**config.mk**
```make
export PLATFORM = sky130hd
export DESIGN_NAME = spike_aer_encoder
export DESIGN_NICKNAME = d
export VERILOG_FILES = /design/src/rtl/snn_pkg.sv /design/src/rtl/spike_priority_encoder.sv /design/src/rtl/spike_aer_encoder.sv
export SDC_FILE = /design/constraint.sdc
export NUM_CORES = 1
export LEC_CHECK = 0
export ABC_AREA = 1
export BUFFER_PORTS_ARGS = -buffer_cell sky130_fd_sc_hd__buf_2
export CAP_MARGIN = 20
export CORE_AREA = 10 10 96 98
export CTS_CLUSTER_SIZE = 16
export DETAILED_ROUTE_END_ITERATION = 8
export DIE_AREA = 0 0 106 108
export MAX_ROUTING_LAYER = met4
export PLACE_DENSITY = 0.79
export REMOVE_ABC_BUFFERS = 1
export SLEW_MARGIN = 20
export SYNTH_ARGS = -nofsm -noshare
export SYNTH_HDL_FRONTEND = slang
export SYNTH_HIERARCHICAL = 1
export SYNTH_SLANG_ARGS = --single-unit
export TNS_END_PERCENT = 1
```
**constraint.sdc**
```tcl
create_clock -name clk -period 2.8 [get_ports clk]
set_clock_uncertainty 0.1 [all_clocks]
set_input_delay 0.14 -clock clk [delete_from_list [all_inputs] [get_ports clk]]
set_output_delay 0.14 -clock clk [all_outputs]
set_load 0.01 [all_outputs]
```
**src/rtl/snn_pkg.sv**
```systemverilog
`default_nettype none
// ============================================================================
// Module   : snn_pkg
// Purpose  : Shared types and constants for the spike-to-AER encoder slice.
//            The address layout and widths below reflect the default build
//            (16 neurons per block, 4 blocks per time step). Parameterised
//            modules derive their own widths from their parameters.
// Contents : AER_AW            default event address width
//            aer_event_t       {block, neuron} address layout
//            spike_aer_state_t encoder FSM states
// Revision : 1.0  initial release
// ============================================================================
package snn_pkg;

  localparam int SNN_N  = 16;
  localparam int SNN_T  = 4;
  localparam int SNN_U  = (SNN_T > 1) ? $clog2(SNN_T) : 1;
  localparam int SNN_NW = (SNN_N > 1) ? $clog2(SNN_N) : 1;
  localparam int AER_AW = SNN_U + SNN_NW;

  typedef struct packed {
    logic [SNN_U-1:0]  block;
    logic [SNN_NW-1:0] neuron;
  } aer_event_t;

  typedef enum logic [0:0] {
    IDLE = 1'b0,
    SCAN = 1'b1
  } spike_aer_state_t;

endpackage
`default_nettype wire

```
**src/rtl/spike_priority_encoder.sv**
```systemverilog
`default_nettype none
// ============================================================================
// Module   : spike_priority_encoder
// Purpose  : Combinational lowest-set-bit finder for a spike mask.
// Ports    : vec     in  N   spike mask
//            index   out IW  index of lowest set bit (0 when vec==0)
//            onehot  out N   isolated lowest set bit (0 when vec==0)
//            single  out 1   exactly one bit of vec is set
// Revision : 1.0  initial release
// ============================================================================
module spike_priority_encoder #(
  parameter int N  = 16,
  parameter int IW = (N > 1) ? $clog2(N) : 1
) (
  input  logic [N-1:0]  vec,
  output logic [IW-1:0] index,
  output logic [N-1:0]  onehot,
  output logic          single
);

  // Scan high to low so the lowest set bit is the last one written.
  always_comb begin
    index = '0;
    for (int i = N - 1; i >= 0; i--) begin
      if (vec[i]) index = IW'(i);
    end
  end

  // Two's-complement trick: x & -x isolates the lowest set bit.
  assign onehot = vec & (~vec + N'(1));

  // x & (x-1) clears the lowest set bit; zero result means at most one bit.
  assign single = (vec != '0) && ((vec & (vec - N'(1))) == '0);

endmodule
`default_nettype wire

```
**src/rtl/spike_aer_encoder.sv**
```systemverilog
`default_nettype none
// ============================================================================
// Module   : spike_aer_encoder
// Purpose  : Serialises spike-vector beats into address-event words, one per
//            set spike bit, lowest index first, tagged with the time step.
// Ports    : clk, reset          clock, synchronous active-high reset
//            s_tvalid/s_tready   spike beat handshake
//            s_tdata [N]         spike vector
//            s_tuser [U]         block index of the beat
//            s_tlast             last beat of the time step
//            m_tvalid/m_tready   event handshake
//            m_tdata [AW]        event address {block, neuron}
//            m_tuser [TSW]       time step of the event
//            m_tlast             last event of the time step
//            ts_event_cnt [CW]   events in last completed step (saturating)
//            ts_done             pulse when a step's final beat is drained
// Config   : SPIKE_AER_EMPTY_MARKER_EN - a zero-spike tlast beat emits one
//            all-ones marker event with m_tlast=1 (not counted).
// Revision : 1.0  initial release
// ============================================================================
module spike_aer_encoder
  import snn_pkg::*;
#(
  parameter int N   = 16,
  parameter int T   = 4,
  parameter int TSW = 16,
  parameter int CW  = 16,
  localparam int U  = (T > 1) ? $clog2(T) : 1,
  localparam int NW = (N > 1) ? $clog2(N) : 1,
  localparam int AW = U + NW
) (
  input  logic           clk,
  input  logic           reset,
  input  logic           s_tvalid,
  output logic           s_tready,
  input  logic [N-1:0]   s_tdata,
  input  logic [U-1:0]   s_tuser,
  input  logic           s_tlast,
  output logic           m_tvalid,
  input  logic           m_tready,
  output logic [AW-1:0]  m_tdata,
  output logic [TSW-1:0] m_tuser,
  output logic           m_tlast,
  output logic [CW-1:0]  ts_event_cnt,
  output logic           ts_done
);

  spike_aer_state_t state, state_nx;

  logic [N-1:0]   mask;
  logic [U-1:0]   blk;
  logic           last;
  logic [TSW-1:0] ts_cnt;
  logic [CW-1:0]  run_cnt;
  logic [CW-1:0]  ts_event_cnt_r;
  // Set when a zero-spike step-ending beat was absorbed without events;
  // its step bookkeeping completes on the following cycle.
  logic           pend;

  logic [NW-1:0]  pe_index;
  logic [N-1:0]   pe_onehot;
  logic           pe_single;

  logic           is_marker;
  logic           final_bit;
  logic           acc;
  logic           take;
  logic           final_take;
  logic           beat_scan;
  logic           beat_pend;
  logic           bk_scan;
  logic [CW-1:0]  cnt_inc;

  spike_priority_encoder #(
    .N  (N),
    .IW (NW)
  ) u_pe (
    .vec    (mask),
    .index  (pe_index),
    .onehot (pe_onehot),
    .single (pe_single)
  );

`ifdef SPIKE_AER_EMPTY_MARKER_EN
  // A SCAN state with an empty mask only arises from an empty step-ending beat.
  assign is_marker = (state == SCAN) && (mask == '0);
  assign beat_scan = (s_tdata != '0) || s_tlast;
  assign beat_pend = 1'b0;
`else
  assign is_marker = 1'b0;
  assign beat_scan = (s_tdata != '0);
  assign beat_pend = (s_tdata == '0) && s_tlast;
`endif

  assign final_bit  = pe_single || is_marker;
  assign take       = (state == SCAN) && m_tready;
  assign final_take = take && final_bit;
  assign acc        = s_tvalid && s_tready;
  assign bk_scan    = final_take && last;
  assign cnt_inc    = is_marker ? run_cnt :
                      (run_cnt == '1) ? run_cnt : run_cnt + CW'(1);

  // ---------------------------------------------------------------- FSM ---
  always_ff @(posedge clk) begin
    if (reset) state <= IDLE;
    else       state <= state_nx;
  end

  always_comb begin
    state_nx = state;
    case (state)
      IDLE: if (acc && beat_scan) state_nx = SCAN;
      SCAN: if (final_take) state_nx = (acc && beat_scan) ? SCAN : IDLE;
      default: state_nx = IDLE;
    endcase
  end

  // Outputs are decoded purely from registered state, so they hold steady
  // while the sink stalls; only s_tready/ts_done also look at m_tready.
  always_comb begin
    s_tready = (state == IDLE) || final_take;
    m_tvalid = (state == SCAN);
    m_tdata  = is_marker ? {AW{1'b1}} : {blk, pe_index};
    m_tuser  = ts_cnt;
    m_tlast  = (state == SCAN) && last && final_bit;
    ts_done  = bk_scan || pend;
  end

  // ----------------------------------------------------------- datapath ---
  always_ff @(posedge clk) begin
    if (reset) begin
      mask           <= '0;
      blk            <= '0;
      last           <= 1'b0;
      ts_cnt         <= '0;
      run_cnt        <= '0;
      ts_event_cnt_r <= '0;
      pend           <= 1'b0;
    end else begin
      // A beat accepted on the final handshake replaces the exhausted mask.
      if (acc) begin
        mask <= s_tdata;
        blk  <= s_tuser;
        last <= s_tlast;
      end else if (take) begin
        mask <= mask & ~pe_onehot;
      end

      pend <= acc && beat_pend;

      // pend implies IDLE, so it never coincides with bk_scan.
      if (bk_scan || pend) begin
        ts_cnt         <= ts_cnt + TSW'(1);
        ts_event_cnt_r <= bk_scan ? cnt_inc : run_cnt;
        run_cnt        <= '0;
      end else if (take) begin
        run_cnt <= cnt_inc;
      end
    end
  end

  assign ts_event_cnt = ts_event_cnt_r;

endmodule
`default_nettype wire

```
==> reports/metrics.yaml <==
floorplan:
  start_util_pct: 55.24
  die_x_um: 106
  rows: 32
  ios: 65
  dieArea_um2: 11450
  chipHeight_um: 108
  core_area_um2: 7447
setup_path:
  start_kind: "register"
  critPathArrivalTime_ns: 2.39
  crit_type: "register to output port"
  path_delay_family: "simple AND/OR/NAND/NOR gates"
  critPathLaunch: "mask[2]"
  crit_required_ns: 2.56
  critical_path_peak_fanout: 13
  worstPathCellList: "nor2_4 -> nand2_2 -> nor2_4 -> inv_2 -> nor2_4 -> nand2_1 -> nand2_1 -> nand4_1 -> nor2_2 -> nand2_2 -> nor2_8 -> nor2_8 -> inv_8 -> buf_2"
  cp_slowest_cell: "dfxtp_1"
  crit_path_end_kind: "output port"
  critPathBufInv: 3
  cpMostUsedCell: "nor2_4"
  slowest_delay_ns: 0.40
  reg2reg_from: "mask[2]"
logic_synthesis:
  ys_seq_area_share_pct: 33.58
  synth_compound_area_share_pct: 13.84
  synth_cell_types: 36
  avgSynthCellArea_um2: 6.428
  synthesis.area_um2: 4114
  yosys-mux-area-fraction_pct: 0
  synthSimpleGateAreaFrac_pct: 39.99
  synthAdderAreaFrac_pct: 0.8820
  yosysWarnings: 6
  netlist_instances: 640
  synth.ff_latch_count: 69
  synth_top_family_by_area: "simple AND/OR/NAND/NOR gates"
  synthXorXnorAreaFrac_pct: 1.703
cts:
  clk_pin_slew_ns: 0.08
  cts_buffers: 9
  clock-sinks: 69
  cts_root_buffer: "clkbuf_8"
  clock_path_buffers: 2
  h-tree-depth: 3
  clk_latency_ns: 0.34
  tritoncts: "yes"
power:
  pwr-share-seq_pct: 49.3
  power_density_nw_per_um2: 444.4
  p_clk_share_pct: 33.9
  combPwrFrac_pct: 16.8
  p_sw_share_pct: 30.57
  p_leak_nw: 2.185
  vdd_ir_drop_max_mv: 0.2447
  intPower_mw: 1.499
  p_sw_mw: 0.6600
run:
  max_cap_violations: 0
layout:
  drive_above_1_share_pct: 19.39
  fin_area_um2: 4858
  area_growth_syn_to_layout_pct: 18.10
  diodes: 0
  final_common_cell: "nand2_1"
  nets: 747
  final_cell_mix: "194 x nand2_1, 80 x nor2_1, 69 x dfxtp_1, 64 x buf_2, 63 x inv_1"
placement:
  place_area_um2: 4474
  place_hpwl_mm: 7.817
  port_buffers: 64
  gp_congestion: 0.9214
outcome:
  status: "finished clean"
min_path:
  hold_start: "s_tdata[0]"
  min_path_type: "input port to register"
global_route:
  grt_usage_pct: 19.85
  grt_pass1_wl_mm: 18.68
  antenna_found_initial: 0
  grt_overflow: 0
  grt_max_degree: 37
  grt_pass1_vias: 4133
routing:
  via_count: 4405
  dr.pass1.iters: 8
  wire_per_inst_um: 13.42
  ant_nets: 0
  drc: 0
  drtIter0Drc: 293
  via_per_inst: 5.314
  drt_wl_total_mm: 11.13
sta:
  hold_violations: 0
  maxSlewHeadroom_pct: 59.05
  fin_crit_ns: 2.626
  worstMarginPinSlew_ns: 0.6136
  slew_violations: 0
  setup_viol: 0
  post-route-period-util_pct: 93.80
  rsz0062_at_grt: "false"
  fin_setup_tns_ns: 0
  fmax_mhz: 380.8
[layer usage]
| layer | track usage, % | wire length, µm | part of all wire (%) | vias up |
|---|---|---|---|---|
| met4 | 5.609 | 143 | 1.3 | 0 |
| met2 | 33.35 | 5259 | 47 | 193 |
| met5 | - | 0 | 0 | - |
| li1 | - | - | - | 2216 |
| met1 | 23.20 | 4769 | 43 | 1977 |
| met3 | 4.819 | 953 | 8.6 | 19 |
[worst paths after layout]
path	to	slack (ns)	cells after the start
hold reg to reg	ts_event_cnt[11]	0.35	2
setup reg to reg	m_tuser[14]	0.23	16
hold / removal	mask[0]	0.01	3
setup / recovery	ts_done	0.17	14
[power groups by stage]
stage | registers, mW | clock network, mW | logic [mW]
after floorplan | 1.08 | 0 | 0.231
final | 1.06 | 0.733 | 0.362
after CTS | 1.06 | 0.743 | 0.350
after detailed placement | 1.09 | 0 | 0.331
after global placement | 1.08 | 0 | 0.320
after global routing | 1.07 | 0.784 | 0.408
[sequential cells by signal, indices dropped and copies added (netlist names)]
signal and flops:
m_tuser 16, pend 1, m_tvalid 1, blk 2, run_cnt 16, ts_event_cnt 16
mask 16, last 1
[stage by stage]
stage,setup slack (ns),power (mW),utilization [%],hold slack (ns),cells
3_3_place_gp,0.1119,1.403,60.08,0.3028,792
6_report,0.1737,2.159,65.24,0.01123,829
5_1_grt,0.01039,2.261,65.24,0.04048,829
3_5_place_dp,0.01205,1.416,60.08,0.3079,792
4_1_cts,0.02201,2.156,64.53,0.001539,824
2_1_floorplan,0.3050,1.309,-,0.1091,620
[worst reg2reg max path, stage by stage, from the launching register on]
cell and delay (ns):
dfxtp_1 0.40, nor2_4 0.15, nand2_2 0.11, nor2_4 0.11
inv_2 0.09, nor2_4 0.12, nand2_1 0.08, nand2_1 0.07
nand4_1 0.11, nor2_2 0.16, nand2_2 0.11, nor2_8 0.18
nor2_8 0.09, nor2_4 0.19, nand3_1 0.15, o21ai_0 0.20
nor2_1 0.05
[cells by family after synthesis]
group / count (synthesis)
and+or+nand+nor: 360
buffers and inverters: 93
xor gates and xnor gates: 8
DFF: 69
adders and majority gates: 3
AOI/OAI and AO/OA: 107
[repair_timing]
action | in CTS | in global routing
hold buffers | 15 | 0
setup buffers | 0 | 5
hold endpoints to repair | 15 | 0
pin swaps | 1 | 2
gates resized for setup | 0 | 5
gates cloned | 1 | 0
endpoints found under the setup margin | 6 | 38
[synthesized netlist by cell type]
cell,instances,area (µm²)
ha_1,2,25.02
o21ai_1,19,95.09
nand3_1,26,130.1
xnor2_1,2,17.52
a21oi_2,6,52.55
nor2_2,5,31.28
nor2_1,81,304.0
o21ai_0,31,155.2
nand4_2,1,12.51
nor2_8,3,60.06
buf_4,4,30.03
nand2_1,195,732.0
a22o_1,1,8.760
a21oi_1,46,230.2
xor2_1,6,52.55
a31oi_1,1,6.260
clkbuf_1,6,22.52
inv_2,8,30.03
inv_4,2,12.51
nor3_2,1,10.01
nand2_4,1,11.26
nor3_1,12,60.06
o22ai_1,1,6.260
nor2_4,8,90.09
nand2_2,5,31.28
nand3_2,5,50.05
buf_6,5,56.30
buf_2,4,20.02
nand4_4,1,21.27
dfxtp_1,69,1381
o211ai_1,2,15.01
buf_1,1,3.750
nand4_1,15,93.84
inv_1,63,236.5
nand3b_1,1,7.510
maj3_2,1,11.26
[layout make-up]
type / instances / area, µm²
clock buffer: 10 / 137.6
inverter: 73 / 284.0
sequential: 69 / 1381
fill: 688 / 2589
clock inverter: 6 / 37.54
timing repair buffer: 90 / 553.0
tap: 102 / 127.6
multi-input combinational: 479 / 2337
(Power assumes the default switching activity.)
